<file path="src/rtl/uart_tx_gen2.sv">
// UART transmitter with a small transmit FIFO, optional parity and one or two stop bits.
// Line settings are captured when a word leaves the FIFO, so they hold for the whole frame.
module uart_tx_gen2 #(
  parameter int DATA_WIDTH     = 8,
  parameter int FIFO_DEPTH     = 4,
  parameter int PRESCALE_WIDTH = 8
) (
  input  logic                          CLK,
  input  logic                          Reset,
  input  logic [PRESCALE_WIDTH-1:0]     Prescale,
  input  logic                          Parity_EN,
  input  logic                          Parity_type,
  input  logic                          Stop2,
  input  logic                          Data_valid,
  input  logic [DATA_WIDTH-1:0]         Data,
  output logic                          Data_ready,
  output logic                          Tx_out,
  output logic                          Busy,
  output logic [$clog2(FIFO_DEPTH):0]   Fifo_count
);

  localparam int PTR_W = $clog2(FIFO_DEPTH);
  localparam int CNT_W = PTR_W + 1;
  localparam int BIT_W = (DATA_WIDTH > 1) ? $clog2(DATA_WIDTH) : 1;
  localparam logic [BIT_W-1:0] LAST_BIT = BIT_W'(DATA_WIDTH - 1);

  localparam logic [2:0] IDLE   = 3'd0;
  localparam logic [2:0] START  = 3'd1;
  localparam logic [2:0] DATA   = 3'd2;
  localparam logic [2:0] PARITY = 3'd3;
  localparam logic [2:0] STOP   = 3'd4;

  logic [DATA_WIDTH-1:0]     mem [FIFO_DEPTH];
  logic [PTR_W-1:0]          wr_ptr;
  logic [PTR_W-1:0]          rd_ptr;
  logic [DATA_WIDTH-1:0]     head;
  logic                      push;
  logic                      pop;

  logic [2:0]                state;
  logic [PRESCALE_WIDTH-1:0] baud_cnt;
  logic [PRESCALE_WIDTH-1:0] prescale_q;
  logic [BIT_W-1:0]          bit_cnt;
  logic [DATA_WIDTH-1:0]     shift_q;
  logic                      parity_en_q;
  logic                      parity_bit_q;
  logic                      stop2_q;
  logic                      bit_done;
  logic                      last_stop;

  assign head       = mem[rd_ptr];
  assign Data_ready = (Fifo_count < CNT_W'(FIFO_DEPTH));
  assign push       = Data_valid & Data_ready;
  assign bit_done   = (baud_cnt == prescale_q);
  assign last_stop  = (state == STOP) && bit_done &&
                      (!stop2_q || (bit_cnt == BIT_W'(1)));
  // A new frame starts from IDLE or straight off the final stop bit, giving no idle gap.
  assign pop        = (Fifo_count != '0) && ((state == IDLE) || last_stop);

  always_ff @(posedge CLK) begin
    if (push) begin
      mem[wr_ptr] <= Data;
    end
  end

  always_ff @(posedge CLK or negedge Reset) begin
    if (!Reset) begin
      wr_ptr     <= '0;
      rd_ptr     <= '0;
      Fifo_count <= '0;
    end else begin
      if (push) begin
        wr_ptr <= wr_ptr + 1'b1;
      end
      if (pop) begin
        rd_ptr <= rd_ptr + 1'b1;
      end
      case ({push, pop})
        2'b10:   Fifo_count <= Fifo_count + 1'b1;
        2'b01:   Fifo_count <= Fifo_count - 1'b1;
        default: Fifo_count <= Fifo_count;
      endcase
    end
  end

  always_ff @(posedge CLK or negedge Reset) begin
    if (!Reset) begin
      state        <= IDLE;
      Tx_out       <= 1'b1;
      Busy         <= 1'b0;
      baud_cnt     <= '0;
      bit_cnt      <= '0;
      shift_q      <= '0;
      prescale_q   <= '0;
      parity_en_q  <= 1'b0;
      parity_bit_q <= 1'b0;
      stop2_q      <= 1'b0;
    end else if (pop) begin
      state        <= START;
      Tx_out       <= 1'b0;
      Busy         <= 1'b1;
      baud_cnt     <= '0;
      bit_cnt      <= '0;
      shift_q      <= head;
      prescale_q   <= Prescale;
      parity_en_q  <= Parity_EN;
      parity_bit_q <= (^head) ^ Parity_type;
      stop2_q      <= Stop2;
    end else if (state == IDLE) begin
      Tx_out <= 1'b1;
      Busy   <= 1'b0;
    end else if (!bit_done) begin
      baud_cnt <= baud_cnt + 1'b1;
    end else begin
      baud_cnt <= '0;
      case (state)
        START: begin
          state   <= DATA;
          Tx_out  <= shift_q[0];
          bit_cnt <= '0;
        end
        DATA: begin
          if (bit_cnt == LAST_BIT) begin
            bit_cnt <= '0;
            if (parity_en_q) begin
              state  <= PARITY;
              Tx_out <= parity_bit_q;
            end else begin
              state  <= STOP;
              Tx_out <= 1'b1;
            end
          end else begin
            bit_cnt <= bit_cnt + 1'b1;
            shift_q <= shift_q >> 1;
            Tx_out  <= shift_q[1];
          end
        end
        PARITY: begin
          state   <= STOP;
          Tx_out  <= 1'b1;
          bit_cnt <= '0;
        end
        STOP: begin
          // Second stop period only when two stop bits were latched for this frame.
          if (stop2_q && (bit_cnt == '0)) begin
            bit_cnt <= BIT_W'(1);
          end else begin
            state   <= IDLE;
            Tx_out  <= 1'b1;
            Busy    <= 1'b0;
            bit_cnt <= '0;
          end
        end
        default: begin
          state  <= IDLE;
          Tx_out <= 1'b1;
          Busy   <= 1'b0;
        end
      endcase
    end
  end

endmodule

</file>
<file path="config.mk">
export PLATFORM = sky130hd
export DESIGN_NAME = uart_tx_gen2
export DESIGN_NICKNAME = d
export VERILOG_FILES = /design/src/rtl/uart_tx_gen2.sv
export SDC_FILE = /design/constraint.sdc
export NUM_CORES = 1
export LEC_CHECK = 0
export CORE_ASPECT_RATIO = 0.7
export CORE_MARGIN = 2
export CORE_UTILIZATION = 30
export CTS_CLUSTER_DIAMETER = 120
export DETAILED_ROUTE_END_ITERATION = 6
export HOLD_SLACK_MARGIN = 0.15
export PLACE_DENSITY_LB_ADDON = 0.25
export RECOVER_POWER = 25
export SLEW_MARGIN = 20
export SYNTH_ARGS = -nofsm -noshare
export SYNTH_HDL_FRONTEND = slang
export SYNTH_SLANG_ARGS = --single-unit
</file>
<file path="constraint.sdc">
create_clock -name CLK -period 4.2 [get_ports CLK]
set_input_delay 0.63 -clock CLK [delete_from_list [all_inputs] [get_ports CLK]]
set_output_delay 0.63 -clock CLK [all_outputs]
set_load 0.005 [all_outputs]
</file>
==> results.cfg <==
[final_layout]
area_delta_synth_final_pct = 19.27
num-fill-cells = 1116
antennaDiodeCount = 0
multi_input_area_mm2 = 0.001395
final_util_pct = 36.25
regArea_mm2 = 0.002013
drive_above_1_share_pct = 8.940
finish.net_count = 330

[logic_synthesis]
ys_warn_count = 0
seq_area_frac_synth_pct = 57.10
ys.flop_type = dfrtp_1
ys_ff_latch = 74
synth_top_cell_area_share_pct = 29.10
synth_cells = 272
synth-edff-count = 32
synth_area_mm2 = 0.003526
avgSynthCellArea_um2 = 12.96
syn_nets = 305
ys_types = 46
ys_top_cells_by_area = dfrtp_1 (29%), edfxtp_1 (27%), mux4_2 (5.1%), mux2_1 (3.8%), ha_1 (3.5%)
async_flop_share_pct = 56.76
yosysTopAreaCell = dfrtp_1

[place]
place.gp.congestion = 0.8536
portBuffers = 27
post-dp-hpwl_um = 4879

[min_path]
hold_class = reg2reg

[route]
wirelength_um = 7025
vias = 2174
ant_nets = 0
viasPerCell = 4.736
first_pass_iters = 5
drt_iter0_drc = 123
drcViolationCount = 0
wl_per_cell_um = 15.31

[power_and_ir_drop]
power_leakage_uw = 0.001651
powerDensity_mw_per_mm2 = 744.3
peakVddDrop_mv = 0.2408

[cts]
clk_latency_ns = 0.33
postCtsHoldBufs = 0
clock_sinks = 74
cts_tree = yes
cts_setup_buffers = 0
htreeDepth = 3
clockBufferDepth = 2
numCtsBuffers = 9
ctsResizeCount = 0
clk_pin_slew_ns = 0.06
clock-root-buffer = clkbuf_16

[die]
initial_utilization_pct = 30.39
ioPinCount = 28
core_mm2 = 0.01160
die_y_um = 94.71
rows = 33
die-area_mm2 = 0.01265
die_x_um = 133.6

[sta]
skew_ns = 0.01113
finalCriticalPeriod_ns = 3.129
finalSetupViolCount = 0
finalMaxSlewViolations = 43
fin_crit_sh_pct = 74.50
tightest_slew_ns = 2.272
fmax_ghz = 0.3196
rsz0062_at_grt = false
setup_tns_ns = 0
hold_violations = 0
relSlewSlack_pct = -51.47

[setup_path]
cpMaxStageDelayCell = nor4_2
slowest_delay_ns = 0.71
worstSetupEndpointType = register
critical_path_buf_inv_count = 1
worstPathArrival_ns = 3.38
worstSetupPathType = reg2reg
worst-endpoint-required_ns = 4.45
crit_family = simple AND/OR/NAND/NOR gates
start_kind = register
crit_chain = xor2_1, nor4_2, a41o_1, and2_1, ha_1, inv_1, fa_1, xor2_1, nor2_1, xnor2_1
worst-path-max-fanout = 11
path_common_cell = xor2_1

[run]
max-cap-violations = 1

[status]
violations = max-capacitance violations, max-slew violations
status = finished with violations

[grt]
antenna_found_initial = 0
gr-total-overflow = 0
grt_pass1_wl_um = 11850
grt_max_degree = 43
grtUsageTotal_pct = 12.52
first_global_vias = 2280
==> layout make-up <==
type	instances	area share [%]
timing repair buffer	28	6.456
inverter	11	0.9819
tap	157	4.671
clock buffer	10	5.445
sequential	74	47.87
clock inverter	6	1.398
multi-input combinational	173	33.17
==> cells by family (layout without fill, tap and decap cells) <==
logic type | count (synthesis) | after routing | synth area share (%)
compound gates | 44 | 44 | 8.127
xor+xnor | 27 | 27 | 7.097
fa+ha+maj | 11 | 11 | 4.116
buf+inv | 25 | 55 | 3.336
flops | 74 | 74 | 57.10
mux | 28 | 28 | 11.25
simple gates | 63 | 63 | 8.978
==> layout by cell type, fill, tap and decap left out, types with 2 or more instances in the layout <==
master           count
a2111oi_0            2
a211oi_1             5
a21o_1               5
a21oi_1              5
a32o_1               2
and2_1               5
and3_1               2
clkbuf_1             2
clkbuf_16            9
clkdlybuf4s50_1     26
clkinv_2             2
clkinvlp_4           2
dfrtp_1             41
edfxtp_1            32
ha_1                10
inv_1               11
mux2_1              12
mux2i_1              7
mux4_2               8
nand2_1             15
nand3_1             11
nand4_1              3
nor2_1              13
nor3_1               6
nor4_2               2
o21ai_0              8
o21ai_1              9
or3_1                2
xnor2_1             13
xor2_1              13
==> sequential cells by signal, indices dropped and copies added, names as in the netlist <==
register	count
mem	32
baud_cnt	8
prescale_q	8
shift_q	8
Fifo_count	3
bit_cnt	3
state	3
rd_ptr	2
wr_ptr	2
Busy	1
Tx_out	1
parity_bit_q	1
parity_en_q	1
stop2_q	1
==> metal layers <==
layer  vias up  share of wire, %  routed length (um)  global-route usage [%]
li1       1038                 -                   -                       -
met1      1083                50                3533                   17.12
met2        51                45                3139                   18.60
met3         2               4.6                 320                   4.133
met4         0              0.46                  32                   4.610
met5         -                 0                   0                       0
==> synthesized netlist by cell type, drive strengths merged (7+ instances only) <==
cell type  count
nand2         15
clkbuf         8
xnor2         13
mux2i          7
mux2          13
mux4           8
nor2          13
xor2          13
edfxtp        32
inv           11
o21ai         17
nand3         11
ha            10
dfrtp         41
==> through the flow <==
step                      setup WS, ns  hold WS [ns]  total power [uW]  area, um2  cells
after CTS                        1.081        0.4813              3182       4207    459
final                            1.071        0.4763              3130       4205    459
after global routing            0.7773        0.5090              3372       4205    459
after global placement           1.231        0.4642              2388       3919    443
after floorplan                  1.371        0.3344              2116       3526    272
after detailed placement         1.112        0.4667              2413       3919    443
==> path summary, 6_finish.rpt <==
check / endpoint / depth (start not counted) / slack, ns / from
max reg2reg: Fifo_count[2] / 10 / 1.07 / baud_cnt[3]
min in group asynchronous: Fifo_count[0] / 1 / 0.98 / Reset
min: Busy / 1 / 0.48 / Busy
max in group asynchronous: baud_cnt[0] / 1 / 1.91 / Reset
max: Fifo_count[2] / 10 / 1.07 / baud_cnt[3]
min reg2reg: Busy / 1 / 0.48 / Busy
==> power breakdown <==
| group | switching, uW | leakage [uW] | internal [uW] |
|---|---|---|---|
| clock network | 288 | 0.000136 | 456 |
| registers | 223 | 0.000810 | 985 |
| logic | 582 | 0.000705 | 597 |
Power figures use the tool's default switching activity.
==> variant 1, RTL diff (same settings) <==
`DATA_WIDTH`: 8 -> 16.
--- a/src/rtl/uart_tx_gen2.sv
+++ b/src/rtl/uart_tx_gen2.sv
@@ -3,3 +3,3 @@
 module uart_tx_gen2 #(
-  parameter int DATA_WIDTH     = 8,
+  parameter int DATA_WIDTH     = 16,
   parameter int FIFO_DEPTH     = 4,
Interface: changed (resized Data); port bits go from 28 to 36. The function was not compared with the original's and may differ.
==> variant 1 against the unedited design <==
- total power up 67%
- routed wire length up 48%
- area after synthesis up 46%
- combinational power up 69%
- setup slack worse by 22 ps
- critical path depth unchanged
- sequential power up 46%
- sequential cell count up 41
- highest routed layer unchanged
- design area up 51%
==> variant 1: results <==
[global_routing]
grt_use_met3 = 0.0425
grt_pass1_vias = 3024
grt_use_total = 0.122

[placement]
dp_hpwl_um = 6660
dp_cells = 650
dpl_worst_slack_ps = 1120
gp_congestion = 0.790

[routing]
via_count = 3063
wl_met1_um = 5440
drtPass1Iterations = 6

[timing]
setup_slack_ps = 1050
holdWs_ps = 494
fin_skew_ps = 8.12

[finish]
area_growth_syn_to_layout_pct = 23.2
inv_count = 12
multi_input_cells = 254
nonClkBufAreaFrac = 0.0594
flops_and_latches = 115
seqCellArea_mm2 = 0.00320
final-clk-cell-share = 0.0956
nets = 479
drive_above_1_share = 0.115

[power]
p_leak_nw = 2.43

[logic_synthesis]
synth_cell_types = 47
syn_avg_cell_area_um2 = 12.9
synth_edf_count = 64

[setup_path]
cp_top_family = "adder cells"

[min_path]
hold-path-cell-count = 2
min_from = "parity_bit_q"

[outcome]
outcome = "completed"
[variant 1: changes by cell type after synthesis, sizes merged, moves of 5 or more]
cell    unedited run  this run
dfrtp             41        50
nor2              13        33
mux2              13         2
a31oi              1        16
nand2             15        74
edfxtp            32        64
mux4               8        16
a21o               5         0
mux2i              7         0
xnor2             13        25
[variant 1: report_power, final]
group / internal, mW / leakage, nW / switching, mW
Clock: 0.940 / 0.297 / 0.533
Sequential: 1.52 / 1.20 / 0.253
Combinational: 0.940 / 0.931 / 1.06
Total: 3.40 / 2.43 / 1.84
[variant 1: kinds of logic (layout without fill, tap and decap cells)]
group           Yosys count  in the layout  share of synthesized area
flops                   115            115                      0.621
mux                      18             18                     0.0787
xor+xnor                 35             35                     0.0651
buf+inv                  29             83                     0.0277
fa+ha+maj                10             10                     0.0257
simple gates            142            142                      0.119
compound gates           49             49                     0.0629
[variant 1: what timing repair did]
item,in CTS,in global routing
hold buffers,1,0
setup buffers,0,0
endpoints found under the hold margin,10,0
==> variant 2, RTL diff (same settings) <==
Made on the original files. Make the reset (`Reset`) synchronous in 2 clocked blocks.
--- a/src/rtl/uart_tx_gen2.sv
+++ b/src/rtl/uart_tx_gen2.sv
@@ -65,3 +65,3 @@
 
-  always_ff @(posedge CLK or negedge Reset) begin
+  always_ff @(posedge CLK) begin
     if (!Reset) begin
@@ -85,3 +85,3 @@
 
-  always_ff @(posedge CLK or negedge Reset) begin
+  always_ff @(posedge CLK) begin
     if (!Reset) begin
Function: differs if Reset is asserted again (counterexample within 4 cycles, from zero or initial values and one cycle with Reset low); with Reset held inactive, the same outputs for 10 cycles.
==> variant 2 against the unedited design <==
- setup slack better by 100 ps
- sequential share of layout area down 3.6 points
- area after synthesis down 0.96%
- routed wire length down 4.0%
- first-iteration DRC count up 26%
- via count up 0.78%
- total power down 12%
- count of clock-buffer cells in the layout up 4
- sequential cell count up 2
- sequential power down 14%
- design area down 1.1%
==> variant 2: results <==
[outcome]
outcome = "completed"

[routing]
routed.top_layer = "met4"
routed_wl_um = 6750
wl_met3_um = 379
wl_per_cell_um = 13.9
ant_nets = 0
drt-initial-drc-count = 155
via_count = 2191
wl_met1_um = 3650
met2WireLength_um = 2660
drtPass1Iterations = 4

[cts]
cts_buffer_depth = 2
clk_latency_ps = 330
cts_root_buf = "clkbuf_16"
cts_buffers = 9
clk_pin_slew_worst_paths_ps = 60
cts_setup_buffers = 0
htree_levels = 3
cts_resized = 0

[logic_synthesis]
synth_warnings = 0
synthCells = 303
ys_seq_area_frac = 0.527
async_flop_share = 0
synth_area_leaders = "edfxtp_1, dfxtp_1, nand2_1"
synthFlopType = "dfxtp_1"
synth_cell_types = 51
synthTopCellsByCount = "dfxtp_1, nand2_1, edfxtp_1"
synth_edf_count = 32
synth_nets = 336

[global_routing]
grt_pass1_wl_um = 11200
grt_pass1_vias = 2127
grt_use_total = 0.118
grt_max_degree = 32
antenna_found_initial = 0

[placement]
io_buffers = 27
gp_congestion = 0.772
dp_cells = 470
dpl_worst_slack_ps = 1140
dp_hpwl_um = 4720
place_area_mm2 = 0.00387

[finish]
antenna_cells = 0
drive_above_1_share = 0.0781
top_register = "mem"
nets = 361
largest_reg_flops = 32

[power]
vdd_drop_max_mv = 0.261
p_leak_nw = 1.62
switching_power_mw = 0.927

[timing]
slew_headroom = 0.437
fin_skew_ps = 4.08
fin_tns_setup_ps = 0

[setup_path]
crit_fanout = 14
cp.arrival_ps = 3280

[min_path]
min_path_type = "register to register"
[variant 2: cell families (layout without fill, tap and decap cells)]
group / Yosys count / in the layout / synth area share
AND/OR/NAND/NOR: 98 / 98 / 0.138
flip-flops: 76 / 76 / 0.527
AO/OA/AOI/OAI: 49 / 49 / 0.104
buffers and inverters: 29 / 59 / 0.0437
XOR/XNOR: 24 / 24 / 0.0663
multiplexers: 16 / 16 / 0.0788
adder cells (fa/ha/maj): 11 / 11 / 0.0416
[variant 2: final cells by class]
| class | instances | area (µm²) |
|---|---|---|
| fillers | 1079 | 7010 |
| clock buffers | 14 | 254 |
| repair buffers | 29 | 285 |
| well taps | 153 | 191 |
| inverters | 14 | 55.1 |
| multi-input cells | 198 | 1500 |
| clock inverters | 2 | 33.8 |
| flip-flops and latches | 76 | 1840 |
[variant 2: layer usage]
metal,up-vias,track usage
li1,1121,-
met3,4,0.0383
met5,-,0
met1,1006,0.167
met2,60,0.162
met4,0,0.0511
[variant 2: worst paths after layout]
check	end	cells past startpoint	start	slack, ps
min reg2reg	parity_bit_q	2	parity_bit_q	460
max	Fifo_count[2]	11	baud_cnt[4]	1180
min	parity_bit_q	2	parity_bit_q	460
max reg2reg	Fifo_count[2]	11	baud_cnt[4]	1180
[variant 2: power by group through the flow]
stage	Clock (mW)	Combinational, mW	Sequential, mW
after CTS	0.776	0.970	1.04
after global routing	0.809	1.08	1.06
final	0.755	0.957	1.04
after detailed placement	0	0.965	1.06
after global placement	0	0.953	1.05
after floorplan	0	0.832	1.00
[variant 2: critical path: stages (launching register included)]
cell and delay (ps):
dfxtp_1 350, xor2_1 160, nor4_2 530, a21oi_2 200
or2_1 320, inv_4 160, ha_1 200, inv_1 60
fa_1 370, xor2_1 160, or3_1 300, a21boi_0 160
